==> src/rtl/decode_queue_pkg.sv <==
// Shared types for the decode queue: the packed entry carried from decode to execute.
package decode_queue_pkg;

    localparam int DQ_XLEN    = 32;
    localparam int DQ_NREGS   = 32;
    localparam int DQ_RADDR_W = $clog2(DQ_NREGS);

    typedef struct packed {
        logic [DQ_XLEN-1:0]    pc;
        logic [31:0]           instr;
        logic [DQ_RADDR_W-1:0] waddr;
        logic [DQ_RADDR_W-1:0] raddr1;
        logic [DQ_RADDR_W-1:0] raddr2;
        logic                  wren;
        logic                  rden1;
        logic                  rden2;
        logic                  long_op;
    } decode_queue_entry_type;

    localparam decode_queue_entry_type init_decode_queue_entry = '0;

endpackage

==> src/rtl/decode_scoreboard.sv <==
// Per-register pending bits for long-latency destinations; register 0 is never tracked.
module decode_scoreboard
    import decode_queue_pkg::*;
#(
    parameter int NREGS = DQ_NREGS,
    parameter int AW    = $clog2(NREGS)
) (
    input  logic          clock,
    input  logic          reset,
    input  logic          set_en,
    input  logic [AW-1:0] set_addr,
    input  logic          clr_en,
    input  logic [AW-1:0] clr_addr,
    input  logic [AW-1:0] src1_addr,
    input  logic [AW-1:0] src2_addr,
    input  logic [AW-1:0] dst_addr,
    output logic          src1_pend,
    output logic          src2_pend,
    output logic          dst_pend
);

    logic [NREGS-1:1] pend;
    logic [NREGS-1:1] pend_next;
    logic [NREGS-1:0] pend_vec;

    // NOTE: every always_comb output gets a default first, so no latch is inferred.
    always_comb begin
        pend_next = pend;
        if (clr_en && clr_addr != '0)
            pend_next[clr_addr] = 1'b0;
        // Applied after the clear so a same-register collision leaves the bit set.
        if (set_en && set_addr != '0)
            pend_next[set_addr] = 1'b1;
    end

    // NOTE: sequential state uses non-blocking assignments only.
    always_ff @(posedge clock) begin
        if (reset)
            pend <= '0;
        else
            pend <= pend_next;
    end

    assign pend_vec  = {pend, 1'b0};
    assign src1_pend = pend_vec[src1_addr];
    assign src2_pend = pend_vec[src2_addr];
    assign dst_pend  = pend_vec[dst_addr];

endmodule

==> src/rtl/decode_queue.sv <==
// In-order instruction buffer between decode and execute with per-register long-op stalls.
// Optional same-cycle bypass into an empty queue: define DECODE_QUEUE_BYPASS_EN.
module decode_queue
    import decode_queue_pkg::*;
#(
    parameter int DEPTH = 4,
    parameter int XLEN  = DQ_XLEN,
    parameter int NREGS = DQ_NREGS
) (
    input  logic                     clock,
    input  logic                     reset,
    input  logic                     flush,
    input  logic                     in_valid,
    output logic                     in_ready,
    input  logic [XLEN-1:0]          in_pc,
    input  logic [31:0]              in_instr,
    input  logic [$clog2(NREGS)-1:0] in_waddr,
    input  logic [$clog2(NREGS)-1:0] in_raddr1,
    input  logic [$clog2(NREGS)-1:0] in_raddr2,
    input  logic                     in_wren,
    input  logic                     in_rden1,
    input  logic                     in_rden2,
    input  logic                     in_long,
    output logic                     out_valid,
    input  logic                     out_ready,
    output logic [XLEN-1:0]          out_pc,
    output logic [31:0]              out_instr,
    output logic [$clog2(NREGS)-1:0] out_waddr,
    output logic [$clog2(NREGS)-1:0] out_raddr1,
    output logic [$clog2(NREGS)-1:0] out_raddr2,
    output logic                     out_wren,
    output logic                     out_rden1,
    output logic                     out_rden2,
    output logic                     out_long,
    input  logic                     wb_valid,
    input  logic [$clog2(NREGS)-1:0] wb_waddr,
    output logic [$clog2(DEPTH):0]   count,
    output logic                     hazard
);

    localparam int PTR_W = $clog2(DEPTH);
    localparam int CNT_W = PTR_W + 1;

    decode_queue_entry_type mem [DEPTH];
    decode_queue_entry_type in_entry;
    decode_queue_entry_type head;

    logic [PTR_W-1:0] wr_ptr;
    logic [PTR_W-1:0] rd_ptr;
    logic empty, bypass, head_present, hazard_head;
    logic enq, deq, store, pop;
    logic src1_pend, src2_pend, dst_pend;

    always_comb begin
        in_entry         = init_decode_queue_entry;
        in_entry.pc      = in_pc;
        in_entry.instr   = in_instr;
        in_entry.waddr   = in_waddr;
        in_entry.raddr1  = in_raddr1;
        in_entry.raddr2  = in_raddr2;
        in_entry.wren    = in_wren;
        in_entry.rden1   = in_rden1;
        in_entry.rden2   = in_rden2;
        in_entry.long_op = in_long;
    end

    assign empty    = (count == '0);
    assign in_ready = (count < CNT_W'(DEPTH));

`ifdef DECODE_QUEUE_BYPASS_EN
    assign bypass = empty & in_valid & ~flush;
`else
    assign bypass = 1'b0;
`endif

    // Head reads as all-zero when nothing is queued, which keeps out_* clean after reset.
    always_comb begin
        head = init_decode_queue_entry;
        if (bypass)
            head = in_entry;
        else if (!empty)
            head = mem[rd_ptr];
    end

    decode_scoreboard #(.NREGS(NREGS)) u_scoreboard (
        .clock     (clock),
        .reset     (reset),
        .set_en    (deq & head.long_op & head.wren),
        .set_addr  (head.waddr),
        .clr_en    (wb_valid),
        .clr_addr  (wb_waddr),
        .src1_addr (head.raddr1),
        .src2_addr (head.raddr2),
        .dst_addr  (head.waddr),
        .src1_pend (src1_pend),
        .src2_pend (src2_pend),
        .dst_pend  (dst_pend)
    );

    assign hazard_head  = (head.rden1 & src1_pend) | (head.rden2 & src2_pend) | (head.wren & dst_pend);
    assign head_present = ~empty | bypass;
    assign out_valid    = head_present & ~hazard_head & ~flush;
    assign hazard       = ~empty & hazard_head;

    assign deq   = out_valid & out_ready;
    assign enq   = in_valid & in_ready & ~flush;
    // An entry that bypasses straight to execute never occupies storage.
    assign store = enq & ~(empty & deq);
    assign pop   = deq & ~empty;

    always_ff @(posedge clock) begin
        if (reset || flush) begin
            count  <= '0;
            wr_ptr <= '0;
            rd_ptr <= '0;
        end else begin
            if (store)
                wr_ptr <= wr_ptr + PTR_W'(1);
            if (pop)
                rd_ptr <= rd_ptr + PTR_W'(1);
            case ({store, pop})
                2'b10:   count <= count + CNT_W'(1);
                2'b01:   count <= count - CNT_W'(1);
                default: count <= count;
            endcase
        end
    end

    // NOTE: storage has no reset; stale slots are unreachable because count gates the head.
    always_ff @(posedge clock) begin
        if (store)
            mem[wr_ptr] <= in_entry;
    end

    assign out_pc     = head.pc;
    assign out_instr  = head.instr;
    assign out_waddr  = head.waddr;
    assign out_raddr1 = head.raddr1;
    assign out_raddr2 = head.raddr2;
    assign out_wren   = head.wren;
    assign out_rden1  = head.rden1;
    assign out_rden2  = head.rden2;
    assign out_long   = head.long_op;

endmodule

==> config.mk <==
export PLATFORM = sky130hd
export DESIGN_NAME = decode_queue
export DESIGN_NICKNAME = d
export VERILOG_FILES = /design/src/rtl/decode_queue_pkg.sv /design/src/rtl/decode_scoreboard.sv /design/src/rtl/decode_queue.sv
export SDC_FILE = /design/constraint.sdc
export NUM_CORES = 1
export LEC_CHECK = 0
export CAP_MARGIN = 20
export CORE_MARGIN = 10
export CORE_UTILIZATION = 30
export CTS_CLUSTER_DIAMETER = 120
export DETAILED_ROUTE_END_ITERATION = 10
export GPL_ROUTABILITY_DRIVEN = 0
export SETUP_SLACK_MARGIN = 0.05
export SYNTH_ARGS = -nofsm -noshare
export SYNTH_HDL_FRONTEND = slang
export SYNTH_SLANG_ARGS = --single-unit
==> constraint.sdc <==
create_clock -name clock -period 4.4 [get_ports clock]
set_input_delay 0.44 -clock clock [delete_from_list [all_inputs] [get_ports clock]]
set_output_delay 0.44 -clock clock [all_outputs]
set_load 0.02 [all_outputs]
==> metrics.md <==
| Metric | Value |
|---|---|
| GRT Util Overall | `12.8%` |
| Starting utilization of the core area | `30.2%` |
| Maximum number of pins on one net before global-route repair | `43` |
| # setup viols final | `0` |
| Hold_sp | `rd_ptr[1]` |
| Antenna-violating nets left | `0` |
| Flop and latch count out of synthesis | `372` |
| Number of clock sinks | `372` |
| Via count | `just under 9000` |
| Port Buffer Count | `182` |
| Most frequent cells in the layout | `sky130_fd_sc_hd__edfxtp_1 (332), sky130_fd_sc_hd__clkdlybuf4s50_1 (180), sky130_fd_sc_hd__mux4_2 (85), sky130_fd_sc_hd__and2_1 (85), sky130_fd_sc_hd__clkbuf_16 (42)` |
| Tightest slew margin relative to the limit | `44.6%` |
| Power Dens Cells | `400 nW/um^2` |
| Layout Nets | `1187` |
| Overall die area | `61100 sq um` |
| Clock insertion delay at the later pin of the skew report | `0.56 ns` |
| Run status | `finished, final reports clean` |
| Starting DRC count in detailed routing | `between 500 and 600` |
| Clock-pin slew of the registers on the worst-case setup and hold paths | `0.06 ns` |
| Count of distinct cell types in the synthesized netlist | `70` |
| Data required time at the worst endpoint | `4.88 ns` |
| CP bufs+invs | `3` |
| Largest clock skew in the final design | `between 0.015 and 0.02 ns` |
| Post-layout min period | `~3.9 ns` |
| Chip Width | `247 um` |
| Count of flip-flops with a built-in enable after synthesis | `332` |
| Placed wire-length estimate | `26.1 mm` |
| CTS buffer count | `42` |
| First-pass DRT Iterations | `5` |
| Sum of internal, switching and leakage power | `7.90 mW` |
| Worst R2R End | `count[2]` |
| Final worst path period share | `89.3%` |
| Average footprint of a synthesized cell | `17.8 sq um` |
| Main flop type after synthesis | `sky130_fd_sc_hd__edfxtp_1` |
| Class of the most critical setup path | `reg2reg` |
| HP Class | `reg2reg` |
| Chip Height | `247 um` |
| F_max | `around 250 MHz` |
| Sequential area share after synthesis | `69.6%` |
| H-tree Lvls | `2` |
| Filler Cell Count | `about 4700` |
| Final routed wirelength across all metal layers | `a little under 40 mm` |
| Layout cell share with drive strength beyond 1 | `18.9%` |
| Leak pwr | `6.25 nW` |
| Critical path's top delay family | `simple AND/OR/NAND/NOR gates` |
| Cell Chain, Critical Path | `buf_12 -> mux4_2 -> nor2b_1 -> a222oi_1 -> or2_1 -> a32o_1 -> a21oi_1 -> nand3_1 -> inv_1 -> ha_1 -> inv_1 -> fa_1 -> xor2_1 -> or3_1 -> a21oi_1` |
| Count of hold buffers inserted by post-cts repair | `0` |
| Syn_nets | `approximately 970` |
| Slew at the pin with the worst max-slew slack | `0.831 ns` |
| Post-synthesis to final-layout area growth | `27.8%` |
| Hold slack final | `0.472 ns` |
| Sort of element at the end of the critical path | `flop` |
| Slowest-stage cell, CP | `sky130_fd_sc_hd__mux4_2` |
| Cell depth of the worst flop-to-flop path | `15` |
| Number of top-level pins | `183` |
| Commonest non-fill, non-tap cell in the layout | `sky130_fd_sc_hd__edfxtp_1` |
| Fraction of the core area covered by cells at the end of the flow | `38.6%` |
| Total congestion overflow | `0` |
| Vias/cell | `4.95` |
| Clock tree from TritonCTS | `done` |
| Unrepaired setup endpoints after global routing | `false` |
| First-pass GRT wire length | `59.3 mm` |
| YS warnings | `0` |
| Cell Area, Synth | `15500 sq um` |
| DRC violations left | `0` |
| Max-slew violation total from the final report | `0` |
| Hold Vio Cnt, Final | `0` |
| Core Footprint | `51200 sq um` |
| Delay of the slowest critical-path stage | `0.67 ns` |
| Clock tree root driver cell | `sky130_fd_sc_hd__clkbuf_16` |
| Fraction of registers with async set/reset | `0%` |
| Max-Cap Viols | `0` |
| Number of antenna violations at the first check in global routing | `3` |
| Clock Tree Buf Depth | `3` |
| Summed negative setup slack over all endpoints | `0 ns` |
| Post-DR wirelength/cell | `22.0 um` |
| Slack of the worst reg-to-reg path | `0.47 ns` |
| Core Rows | `slightly above 80` |
| Worst voltage drop across the vdd grid | `297 uV` |
| Arrival time of the worst setup path | `4.41 ns` |
| Gate Count Post-Synth | `869` |
| CP Max Fanout | `16` |
| Via count of the first global-routing pass | `about 9400` |
| Type of origin of the critical path | `flop` |
| Number of cells on the worst hold path | `2` |
[stage by stage]
stage	std cells	instance area [sq um]	setup slack, ns
global placement	1715	18200	0.324
detailed placement	1715	18200	0.308
floorplan	869	15500	0.672
global route	1799	19800	0.215
finish	1800	19800	0.471
CTS	1799	19800	0.0680
[final cells by class]
type	count	area, sq um	share of cell area [%]
Clock buffer	52	1120	5.66
Sequential cell	372	10800	54.5
Timing Repair Buffer	219	2220	11.2
Antenna cell	1	2.50	0.0127
Inverter	20	75.1	0.380
Multi-Input combinational cell	432	4430	22.4
Tap cell	680	851	4.30
Clock inverter	24	295	1.49
[repair_timing]
action,4_1_cts,5_1_grt
setup buffers,7,0
pin swaps,0,0
gates cloned,1,0
gates resized for setup,1,5
setup endpoints to repair,2,2
[logic make-up after synthesis]
group                      after synthesis  share of synthesized area, %
muxes                                  112                          14.4
AOI/OAI and AO/OA                      110                          5.51
DFF                                    372                          69.6
adders and majority gates                6                         0.534
and+or+nand+nor                        200                          7.74
xor gates and xnor gates                 3                         0.170
buffers and inverters                   66                          2.06
[cell usage after synthesis, types with 13 or more instances]
| master | instances | share of area (%) |
|---|---|---|
| sky130_fd_sc_hd__edfxtp_1 | 332 | 64 |
| sky130_fd_sc_hd__inv_1 | 20 | 0.49 |
| sky130_fd_sc_hd__o21ai_0 | 18 | 0.58 |
| sky130_fd_sc_hd__nand2b_1 | 14 | 0.57 |
| sky130_fd_sc_hd__o31ai_1 | 13 | 0.63 |
| sky130_fd_sc_hd__mux2i_1 | 20 | 1.3 |
| sky130_fd_sc_hd__o211ai_1 | 13 | 0.63 |
| sky130_fd_sc_hd__nand3_1 | 14 | 0.45 |
| sky130_fd_sc_hd__clkbuf_1 | 25 | 0.61 |
| sky130_fd_sc_hd__nand2_1 | 17 | 0.41 |
| sky130_fd_sc_hd__dfxtp_1 | 40 | 5.2 |
| sky130_fd_sc_hd__and2_1 | 89 | 3.6 |
| sky130_fd_sc_hd__nor2_1 | 19 | 0.46 |
| sky130_fd_sc_hd__mux4_2 | 85 | 12 |
[routing by layer]
layer / share of wire [%] / GRT usage, % / vias to the layer above
li1: - / - / 3964
met1: 42 / 16.3 / 4548
met2: 47 / 20.1 / 307
met3: 8.5 / 4.25 / 81
met4: 2.8 / 4.65 / 6
met5: 0.11 / 0 / -
[tightest hold or removal path, cell delays in order, from the launching register on]
cell	delay, ns
sky130_fd_sc_hd__dfxtp_1	0.30
sky130_fd_sc_hd__nand2_1	0.05
sky130_fd_sc_hd__mux2i_1	0.07
[worst max path at each step]
stage             start         to  slack, ns  depth (start not counted)
3_5_place_dp       flop   count[2]       0.31                         14
2_1_floorplan      flop   count[2]       0.67                         17
6_report           flop   count[2]       0.47                         15
5_1_grt            flop   count[2]       0.22                         15
4_1_cts        count[2]  out_valid       0.07                         10
3_3_place_gp       flop   count[2]       0.32                         14
[flip-flops by register name, summed over array words and instances, names as in the netlist, named ones only]
register	flops
mem	332
u_scoreboard.pend	31
count	3
rd_ptr	2
wr_ptr	2
[power breakdown]
group	switching, mW	internal [mW]
clock network	1.41	2.17
registers	0.0111	3.89
logic	0.221	0.204
No activity file was read; power rests on OpenSTA's default activity.
